`src/rtl/pipe_addsub_if.sv`:
```
// Operand/result handshake bundle for pipe_addsub.
// With PIPE_ADDSUB_OVF_EN defined the bundle also carries the ovf result flag.
interface pipe_addsub_if #(
   parameter int WIDTH = 32
);
   logic             in_valid;
   logic             in_ready;
   logic [WIDTH-1:0] a;
   logic [WIDTH-1:0] b;
   logic             cin;
   logic             sub;
   logic             out_valid;
   logic             out_ready;
   logic [WIDTH-1:0] s;
   logic             c0;
`ifdef PIPE_ADDSUB_OVF_EN
   logic             ovf;

   modport master (output in_valid, a, b, cin, sub, out_ready,
                   input  in_ready, out_valid, s, c0, ovf);
   modport slave  (input  in_valid, a, b, cin, sub, out_ready,
                   output in_ready, out_valid, s, c0, ovf);
`else
   modport master (output in_valid, a, b, cin, sub, out_ready,
                   input  in_ready, out_valid, s, c0);
   modport slave  (input  in_valid, a, b, cin, sub, out_ready,
                   output in_ready, out_valid, s, c0);
`endif
endinterface

```
`src/rtl/pipe_addsub.sv`:
```
// Elastic pipelined add/sub: the carry chain is cut into STAGES slices, one register per slice.
// Optional macro PIPE_ADDSUB_OVF_EN adds a registered signed-overflow flag (bus.ovf).
module pipe_addsub #(
   parameter int WIDTH  = 32,
   parameter int STAGES = 4
) (
   input  logic          clk,
   input  logic          rst,
   pipe_addsub_if.slave  bus
);
   localparam int CHUNK = WIDTH / STAGES;

   logic [STAGES:1]             v_q;
   logic [STAGES:1]             c_q;
   logic [STAGES:1][WIDTH-1:0]  res_q;
   logic [WIDTH-1:0]            a_q [1:STAGES];
   logic [WIDTH-1:0]            b_q [1:STAGES];

   logic [STAGES:1]             rdy;
   logic [STAGES:1]             v_in;
   logic [STAGES:1]             c_src;
   logic [STAGES:1]             c_nxt;
   logic [STAGES:1][WIDTH-1:0]  a_src;
   logic [STAGES:1][WIDTH-1:0]  b_src;
   logic [STAGES:1][WIDTH-1:0]  res_src;
   logic [STAGES:1][WIDTH-1:0]  res_nxt;

   always_comb begin : comb_path
      logic           r;
      logic [CHUNK:0] sum;
      // A stage can move if it is empty or everything downstream of it can move.
      r = bus.out_ready;
      for (int k = STAGES; k >= 1; k--) begin
         r      = r | ~v_q[k];
         rdy[k] = r;
      end

      v_in[1]    = bus.in_valid & rdy[1] & ~rst;
      a_src[1]   = bus.a;
      b_src[1]   = bus.sub ? ~bus.b : bus.b;
      c_src[1]   = bus.sub | bus.cin;
      res_src[1] = '0;
      for (int k = 2; k <= STAGES; k++) begin
         v_in[k]    = v_q[k-1];
         a_src[k]   = a_q[k-1];
         b_src[k]   = b_q[k-1];
         c_src[k]   = c_q[k-1];
         res_src[k] = res_q[k-1];
      end

      sum = '0;
      for (int k = 1; k <= STAGES; k++) begin
         sum = {1'b0, a_src[k][(k-1)*CHUNK +: CHUNK]}
             + {1'b0, b_src[k][(k-1)*CHUNK +: CHUNK]}
             + {{CHUNK{1'b0}}, c_src[k]};
         res_nxt[k]                       = res_src[k];
         res_nxt[k][(k-1)*CHUNK +: CHUNK] = sum[CHUNK-1:0];
         c_nxt[k]                         = sum[CHUNK];
      end
   end

   always_ff @(posedge clk) begin
      if (rst) begin
         v_q   <= '0;
         c_q   <= '0;
         res_q <= '0;
         for (int k = 1; k <= STAGES; k++) begin
            a_q[k] <= '0;
            b_q[k] <= '0;
         end
      end else begin
         for (int k = 1; k <= STAGES; k++) begin
            if (rdy[k]) begin
               v_q[k] <= v_in[k];
               // Data only captured with a valid op so a bubble never disturbs s.
               if (v_in[k]) begin
                  res_q[k] <= res_nxt[k];
                  c_q[k]   <= c_nxt[k];
                  a_q[k]   <= a_src[k];
                  b_q[k]   <= b_src[k];
               end
            end
         end
      end
   end

   assign bus.in_ready  = rdy[1] & ~rst;
   assign bus.out_valid = v_q[STAGES];
   assign bus.s         = res_q[STAGES];
   assign bus.c0        = c_q[STAGES];

`ifdef PIPE_ADDSUB_OVF_EN
   logic ovf_q;
   logic ovf_nxt;

   // Carry into the MSB is recovered from the MSB sum bit and its operands.
   assign ovf_nxt = a_src[STAGES][WIDTH-1] ^ b_src[STAGES][WIDTH-1]
                  ^ res_nxt[STAGES][WIDTH-1] ^ c_nxt[STAGES];

   always_ff @(posedge clk) begin
      if (rst) begin
         ovf_q <= 1'b0;
      end else if (rdy[STAGES] && v_in[STAGES]) begin
         ovf_q <= ovf_nxt;
      end
   end

   assign bus.ovf = ovf_q;
`endif
endmodule

```
`src/flat_wrapper.sv`:
```
// flat-port wrapper written by rule: the top's interface ports become plain ports
module pipe_addsub_flat 
#(
   parameter int WIDTH  = 32,
   parameter int STAGES = 4
)
  (clk, rst, bus_in_valid, bus_a, bus_b, bus_cin, bus_sub, bus_out_ready, bus_in_ready, bus_out_valid, bus_s, bus_c0);
  pipe_addsub_if #(.WIDTH(WIDTH)) bus_i ();
  input  logic clk;
  input  logic rst;
  input wire logic [$bits(bus_i.in_valid)-1:0] bus_in_valid;
  input wire logic [$bits(bus_i.a)-1:0] bus_a;
  input wire logic [$bits(bus_i.b)-1:0] bus_b;
  input wire logic [$bits(bus_i.cin)-1:0] bus_cin;
  input wire logic [$bits(bus_i.sub)-1:0] bus_sub;
  input wire logic [$bits(bus_i.out_ready)-1:0] bus_out_ready;
  output wire logic [$bits(bus_i.in_ready)-1:0] bus_in_ready;
  output wire logic [$bits(bus_i.out_valid)-1:0] bus_out_valid;
  output wire logic [$bits(bus_i.s)-1:0] bus_s;
  output wire logic [$bits(bus_i.c0)-1:0] bus_c0;
  assign bus_i.in_valid = bus_in_valid;
  assign bus_i.a = bus_a;
  assign bus_i.b = bus_b;
  assign bus_i.cin = bus_cin;
  assign bus_i.sub = bus_sub;
  assign bus_i.out_ready = bus_out_ready;
  assign bus_in_ready = bus_i.in_ready;
  assign bus_out_valid = bus_i.out_valid;
  assign bus_s = bus_i.s;
  assign bus_c0 = bus_i.c0;
  pipe_addsub #(.WIDTH(WIDTH), .STAGES(STAGES)) u_core (.clk(clk), .rst(rst), .bus(bus_i));
endmodule
```
`config.mk`:
```
export PLATFORM = sky130hd
export DESIGN_NAME = pipe_addsub_flat
export DESIGN_NICKNAME = d
export VERILOG_FILES = /design/src/rtl/pipe_addsub_if.sv /design/src/rtl/pipe_addsub.sv /design/src/flat_wrapper.sv
export SDC_FILE = /design/constraint.sdc
export NUM_CORES = 1
export LEC_CHECK = 0
export CORE_ASPECT_RATIO = 1.4
export CORE_MARGIN = 3
export CORE_UTILIZATION = 50
export DETAILED_ROUTE_END_ITERATION = 7
export GPL_TIMING_DRIVEN = 0
export HOLD_SLACK_MARGIN = 0.02
export PLACE_DENSITY = 0.81
export SYNTH_ARGS = -nofsm -noshare
export SYNTH_HDL_FRONTEND = slang
export SYNTH_SLANG_ARGS = --single-unit
```
`constraint.sdc`:
```
create_clock -name clk -period 4.11 [get_ports clk]
set_clock_uncertainty 0.05 [all_clocks]
set_input_delay 0.822 -clock clk [delete_from_list [all_inputs] [get_ports clk]]
set_output_delay 0.822 -clock clk [all_outputs]
set_load 0.03 [all_outputs]
```
==> results of run 1 <==
## cells in the final DEF (no fill, tap or decap), types with 5 or more instances in the layout
cell type,n
and2_1,51
xor2_1,12
clkbuf_16,19
xnor2_1,31
and3_1,27
dfxtp_1,88
clkdlybuf4s50_1,103
o21ai_0,14
o31ai_1,6
nor2_1,51
edfxtp_1,96
o21ai_1,9
nor2b_1,5
nor3_1,11
ha_1,28
a211oi_1,10
buf_2,17
nand3_1,6
inv_1,18
a21oi_1,45
nand2_1,66
clkbuf_1,16
fa_1,8
a22o_1,32
## worst max path at each step
stage | startpoint | endpoint | slack [ps] | depth (start not counted)
CTS | bus_out_ready | bus_in_ready | 320 | 5
detailed placement | bus_out_ready | bus_in_ready | 340 | 5
global placement | bus_out_ready | u_core.a_q[0][40] | -140 | 7
global route | bus_out_ready | bus_in_ready | 210 | 5
floorplan | bus_sub | u_core.c_q[1] | 920 | 11
finish | bus_out_ready | bus_in_ready | 290 | 5
## stage by stage
| stage | TNS [ps] | hold slack (ps) | util |
|---|---|---|---|
| floorplan | 0 | 370 | - |
| global placement | -6400 | 389 | 0.602 |
| detailed placement | 0 | 399 | 0.604 |
| CTS | 0 | 407 | 0.642 |
| global route | 0 | 424 | 0.642 |
| finish | 0 | 402 | 0.642 |
## worst max-delay path, delay by kind of cell
family / cells / cell delay, ps
AND/OR/NAND/NOR: 1 / 230
AO/OA/AOI/OAI: 1 / 300
buffers and inverters: 3 / 1590
## power breakdown
group          leakage, nW  internal [mW]  switching (mW)
Clock                0.294          0.890           0.695
Sequential            1.73           2.04          0.0421
Combinational         1.81          0.216           0.245
## cells by family after synthesis
group                    Yosys count  share of synthesized area
buffers and inverters             57                     0.0314
adder cells (fa/ha/maj)           36                     0.0642
AO/OA/AOI/OAI                    151                      0.131
flip-flops                       184                      0.584
XOR/XNOR                          43                     0.0473
AND/OR/NAND/NOR                  229                      0.142
## metal layers
metal  share of wire  vias to the layer above  routed length (µm)
li1                -                     2734                   -
met4           0.026                        0                 411
met1            0.41                     2472                6610
met5               0                        -                   0
met2            0.52                      151                8310
met3           0.044                       35                 701
## final cells by class
type                       instances  area, µm²
multi-input combinational        459       3060
fill                            1156       5480
timing repair buffer             104       1050
buffer                            38        179
tap                              192        240
clock inverter                    10       80.1
inverter                          19       71.3
sequential                       184       4640
clock buffer                      22        507
## state kept, by name (all words and copies together), names as in the netlist
| register | count |
|---|---|
| u_core.b_q | 48 |
| u_core.bus.s | 32 |
| u_core.v_q | 4 |
| u_core.c_q | 4 |
| u_core.a_q | 48 |
| u_core.res_nxt | 48 |
==> impl_metrics.yaml, run 1 <==
power_and_ir_drop:
  worst_ir_drop_vdd_mv: 0.270
  power_leakage_nw: 3.83
  p_per_area_nw_per_um2: 420
  total_power_mw: 4.13
run_status:
  status: "finished, final reports clean"
floorplan:
  initial_core_util: 0.519
  io_pins: 105
  rows: 53
  dieArea_um2: 17500
  dieHeight_um: 155
  die-width_um: 113
  core-area_um2: 15300
finish:
  diodes: 0
  layout.nets: 929
  area_delta_synth_final_pct: 23.6
  fin_area_um2: 9840
  drive_above_1_share: 0.0754
  final_cells: 1028
drt:
  routed_via_density: 5.25
  wire_per_inst_um: 15.6
  postRouteAntennaNets: 0
  drc: 0
  routed-via-count: 5392
  dr.pass1.iters: 5
  drtIter0Drc: 335
  routed_wl_mm: 16.0
global_routing:
  grt_usage: 0.186
  grt_max_degree: 40
  antenna_found_initial: 0
  busiest_layer: "met2"
  use_met3: 0.0432
  use_met1: 0.215
  met2_usage: 0.332
  grt_pass1_vias: 5303
  grt_pass1_wl_mm: 25.8
  grt_overflow: 0
place:
  place_area_um2: 9250
  port_buffers: 103
  place_congestion: 0.798
  dpl_worst_slack_ps: 339
  numPlacedInstances: 996
  dp_hpwl_mm: 11.5
yosys:
  yosysWarnings: 0
  synth_most_common_cell: "edfxtp_1"
  ys_seq_area_frac: 0.584
  synthesis.area_um2: 7960
  synth_edf_count: 96
  ys_types: 50
  ys_ff_latch: 184
  synthTopCellsByCount: "edfxtp_1, dfxtp_1, nand2_1"
  synth_largest_area_cell: "edfxtp_1"
  synthArstFlopShare: 0
  synthCells: 700
  netlist.area_leader.share: 0.362
  synth_area_per_cell_um2: 11.4
  ys.flop_type: "edfxtp_1"
  synthTopCellsByArea: "edfxtp_1, dfxtp_1, ha_1"
  synth_fp_nets: 806
sta:
  setup_ws_ps: 286
  slew_headroom: 0.485
  timing.final.crit_share: 0.930
  max_freq_ghz: 0.262
  rsz0062_at_grt: "no"
  slew_viol_final: 0
  period_minus_slack_ps: 3820
  tightest_slew_ps: 772
  hold_viol_final: 0
  setup_violations: 0
worst_hold_path:
  holdPathEnd: "u_core.bus.s[3]"
  hp-class: "register to register"
  hold_depth: 2
  hp-start: "u_core.res_nxt[99]"
setup_path:
  crit_top_cell: "clkdlybuf4s50_1"
  endpoint_kind: "primary output"
  cp.arrival_ps: 2950
  critPathLaunchType: "input port"
  critPathRequiredTime_ps: 3240
  critical_path_peak_fanout: 10
  r2r-end: "u_core.a_q[0][41]"
  r2r_slack_ps: 1750
  reg2reg_depth: 7
  crit_chain: "clkdlybuf4s50_1 > and4b_4 > a21oi_4 > clkbuf_1 > clkdlybuf4s50_1"
  reg2reg_from: "u_core.v_q[4]"
  path_class: "input port to primary output"
  cpMaxStageDelayCell: "clkdlybuf4s50_1"
  slowest_delay_ps: 750
clock_network:
  clk_latency_ps: 420
  cts.repair_timing.setup_buffer_count: 0
  cts_resized: 0
  cts_root_buf: "clkbuf_16"
  cts_made_buffers: 17
  cts.clk_slew.worst_paths_ps: 70
  cts.sinks: 184
  clockBufferDepth: 2
  cts_tree: "done"
  ctsHoldBuffers: 0
  cts_htree_levels: 4
flow_run:
  cap_violations: 0
Note: power is estimated with default switching activity, not from simulation.
==> inputs of run 2 (changes only) <==
- clock period: 4.11 -> 3.54 ns (I/O delays scaled with it)
==> run 2 against run 1 <==
Net effect: non-clock buffer count unchanged; global-route usage unchanged; via count about the same; sequential cell count unchanged; die area unchanged; critical path type unchanged; largest power group unchanged; combinational power up 16%; setup slack worse by 32 ps; core utilization about the same; clock power up 16%; hold slack about the same; first-iteration DRC count unchanged; highest routed layer unchanged.
==> impl_metrics.yaml, run 2 (synthesis results as in run 1) <==
run_status:
  status: "finished, final reports clean"
clock_network:
  cts_root_buf: "clkbuf_16"
  cts_htree_levels: 4
  cts_tree: "done"
  cts.sinks: 184
  cts_made_buffers: 17
  clockBufferDepth: 2
  cts.clk_slew.worst_paths_ps: 70
  cts.repair_timing.setup_buffer_count: 0
  clk_latency_ps: 420
finish:
  multi_input_area_um2: 3060
  layout.nets: 929
  drive_above_1_share: 0.0754
  seqCellArea_um2: 4640
  diodes: 0
  fillers: 1157
  final_cell_mix: "clkdlybuf4s50_1, edfxtp_1, dfxtp_1"
  area_delta_synth_final_pct: 23.6
  final_common_cell: "clkdlybuf4s50_1"
global_routing:
  antenna_found_initial: 0
  grt_overflow: 0
  grt_usage: 0.186
  grt_pass1_wl_mm: 25.8
  grt_max_degree: 40
  grt_pass1_vias: 5303
setup_path:
  cpMaxStageDelayCell: "clkdlybuf4s50_1"
  cp.arrival_ps: 2530
  endpoint_kind: "primary output"
  critPathLaunchType: "input port"
  crit_chain: "clkdlybuf4s50_1 > and4b_4 > a21oi_4 > clkbuf_1 > dlygate4sd2_1"
  slowest_delay_ps: 490
  path_class: "input port to primary output"
  timing.critical_path.buf_inv: 3
  critPathRequiredTime_ps: 2780
  path_delay_family: "buffers and inverters"
  critical_path_peak_fanout: 10
  r2r_slack_ps: 1180
drt:
  drc: 0
  postRouteAntennaNets: 0
  routed_wl_mm: 16.0
  dr.pass1.iters: 5
  routed_via_density: 5.24
  wl_met2_mm: 8.31
  wirelength_met1_mm: 6.61
  wl_met3_um: 701
  highest_layer: "met4"
  drtIter0Drc: 335
  routed-via-count: 5389
  wire_per_inst_um: 15.6
power_and_ir_drop:
  power_leakage_nw: 3.83
  worst_ir_drop_vdd_mv: 0.313
  p_per_area_nw_per_um2: 487
sta:
  slew_headroom: 0.485
  fin_tns_setup_ps: 0
  setup_ws_ps: 254
  slew_viol_final: 0
  rsz0062_at_grt: "no"
  hold_slack_ps: 402
  max_freq_ghz: 0.304
  setup_violations: 0
  hold_viol_final: 0
  period_minus_slack_ps: 3290
  timing.final.crit_share: 0.928
  tightest_slew_ps: 773
floorplan:
  rows: 53
  initial_core_util: 0.519
  core-area_um2: 15300
  dieArea_um2: 17500
  die-width_um: 113
  dieHeight_um: 155
  io_pins: 105
flow_run:
  cap_violations: 0
place:
  place_congestion: 0.798
  dp_hpwl_mm: 11.5
  dpl_worst_slack_ps: -14.2
  port_buffers: 103
worst_hold_path:
  hp-class: "register to register"
==> run 2: changes by cell type in the layout (fill, tap and decap cells not counted), sizes merged <==
cell,before,now
clkdlybuf4s50,103,102
dlygate4sd2,0,1
==> run 2: stage by stage <==
step,std cells,cell area [µm²],total power [mW],util
finish,1028,9840,4.79,0.642
global placement,995,9230,2.97,0.602
CTS,1028,9840,4.80,0.642
floorplan,700,7960,2.79,-
detailed placement,996,9250,2.99,0.604
global route,1028,9840,4.96,0.642
==> run 2: where the power goes <==
part / internal, mW / switching, mW
sequential: 2.37 / 0.0489
combinational: 0.250 / 0.284
clock: 1.03 / 0.807
==> run 2: worst register-to-register path, delay by kind of cell (launching register included) <==
family,cells,cell delay (ps)
simple gates,3,640
buf+inv,3,710
flops,1,340
compound gates,1,300
==> run 2: per-layer routing <==
metal	vias up	global-route usage
met4	0	0.0762
li1	2734	-
met2	151	0.332
met3	35	0.0432
met5	-	0
met1	2469	0.215
==> run 2: repair_timing <==
| item | in CTS | in global routing |
|---|---|---|
| hold buffers | 0 | 0 |
| gates resized for setup | 1 | 0 |
| setup endpoints to repair | 1 | 0 |
==> run 2: worst paths after layout <==
check,start,end,cells after the start
worst max-delay path,bus_out_ready,bus_in_ready,5
worst min-delay path,u_core.res_nxt[99],u_core.bus.s[3],2
worst max register to register,u_core.v_q[4],u_core.a_q[0][41],7
worst min register to register,u_core.res_nxt[99],u_core.bus.s[3],2
==> run 2: area by class of cell <==
class                           count  share of cell area
Inverter                           19             0.00725
Multi-Input combinational cell    459               0.312
Clock buffer                       22              0.0515
Timing Repair Buffer              104               0.107
Buffer                             38              0.0182
Tap cell                          192              0.0244
Clock inverter                     10             0.00814
Sequential cell                   184               0.472
==> inputs of run 3 (changes only) <==
- CAP_MARGIN: unset -> 20
- CORE_UTILIZATION: 50 -> 55
- PLACE_DENSITY: 0.81 -> 0.88
==> run 3 against run 2 <==
Net effect: sequential cell count unchanged; register-to-register slack hardly changed; setup slack worse by 55 ps; global-route usage up 2.5 points; die area down 8.7%; hold slack better by 3.0 ps; cell count fell by 0.88%; combinational power grew 1%; core utilization increased by 5.7 points; clock power is essentially flat; power is 0.23% lower.
==> impl_metrics.yaml, run 3 (synthesis results as in run 1) <==
run_status:
  status: "finished, final reports clean"
clock_network:
  cts_made_buffers: 17
  cts.sinks: 184
  clk_latency_ps: 430
  cts_root_buf: "clkbuf_16"
  cts_tree: "done"
  cts_resized: 1
  clockBufferDepth: 2
  cts.repair_timing.setup_buffer_count: 0
  cts.clk_slew.worst_paths_ps: 70
  ctsHoldBuffers: 0
  cts_htree_levels: 4
power_and_ir_drop:
  worst_ir_drop_vdd_mv: 0.336
  power_leakage_nw: 3.83
  p_per_area_nw_per_um2: 487
finish:
  seqCellArea_um2: 4640
  fillers: 971
  final_common_cell: "clkdlybuf4s50_1"
  multi_input_area_um2: 3060
  fin_util: 0.699
  drive_above_1_share: 0.0731
  final_cell_mix: "clkdlybuf4s50_1, edfxtp_1, dfxtp_1"
  layout.nets: 929
  fin_area_um2: 9810
  area_delta_synth_final_pct: 23.4
  diodes: 0
sta:
  period_minus_slack_ps: 3340
  max_freq_ghz: 0.299
  slew_viol_final: 0
  timing.final.crit_share: 0.944
  slew_headroom: 0.553
  hold_viol_final: 0
  rsz0062_at_grt: "no"
  fin_tns_setup_ps: 0
  setup_violations: 0
  tightest_slew_ps: 671
  setup_ws_ps: 199
floorplan:
  die-width_um: 108
  core-area_um2: 14000
  dieHeight_um: 148
  rows: 51
  io_pins: 105
  dieArea_um2: 16000
  initial_core_util: 0.567
global_routing:
  grt_max_degree: 40
  grt_overflow: 0
  grt_usage: 0.211
  grt_pass1_vias: 5482
  grt_pass1_wl_mm: 26.4
  antenna_found_initial: 0
place:
  dp_hpwl_mm: 11.9
  dpl_worst_slack_ps: -84.2
  port_buffers: 103
  place_congestion: 0.842
  place_area_um2: 9240
setup_path:
  endpoint_kind: "primary output"
  critPathRequiredTime_ps: 2780
  critical_path_peak_fanout: 10
  cpMaxStageDelayCell: "clkdlybuf4s50_1"
  path_class: "input port to primary output"
  slowest_delay_ps: 500
  critPathLaunchType: "input port"
  crit_chain: "clkdlybuf4s50_1 > and4b_4 > a21oi_4 > clkbuf_1 > dlygate4sd2_1"
  cp.arrival_ps: 2580
worst_hold_path:
  hp-class: "register to register"
drt:
  routed-via-count: 5469
  drc: 0
  dr.pass1.iters: 5
  routed_wl_mm: 16.3
  drtIter0Drc: 269
  postRouteAntennaNets: 0
  wire_per_inst_um: 16.0
  routed_via_density: 5.37
flow_run:
  cap_violations: 0
==> run 3: cell types whose count changed in the layout (fill, tap and decap cells not counted), sizes merged <==
cell	before	now
inv	23	24
clkinv	6	3
==> run 3: metal layers <==
metal,vias to the layer above,share of wire,GRT usage
li1,2734,-,-
met1,2542,0.40,0.245
met2,165,0.54,0.385
met3,28,0.044,0.0369
met4,0,0.023,0.0783
met5,-,0,0
==> run 3: per-stage QoR <==
stage,power [mW],std cells,hold WS (ps)
after floorplan,2.79,700,370
after global placement,2.96,988,388
after detailed placement,2.99,989,395
after CTS,4.79,1019,407
after global routing,4.94,1019,425
final,4.78,1019,405
==> run 3: critical path: cells and delay by family <==
family	cells	cell delay, ps
and+or+nand+nor	1	250
buffers and inverters	3	1310
AOI/OAI and AO/OA	1	300
==> run 3: power breakdown <==
part	internal [mW]	switching (mW)	leakage [nW]
registers	2.37	0.0505	1.73
logic	0.251	0.289	1.81
clock network	1.04	0.780	0.289
total	3.66	1.12	3.83
==> run 3: area by class of cell <==
cell class                      count  share of cell area
Sequential cell                   184               0.473
Clock inverter                      8             0.00574
Inverter                           19             0.00727
Buffer                             38              0.0182
Clock buffer                       22              0.0528
Tap cell                          185              0.0236
Multi-Input combinational cell    459               0.312
Timing Repair Buffer              104               0.107
==> run 3: final timing paths <==
path | slack, ps | from | depth (start not counted) | to
max | 200 | bus_out_ready | 5 | bus_in_ready
min | 400 | u_core.bus.s[19] | 2 | u_core.bus.s[19]
max reg2reg | 1180 | u_core.v_q[3] | 7 | u_core.a_q[0][40]
min reg2reg | 400 | u_core.bus.s[19] | 2 | u_core.bus.s[19]
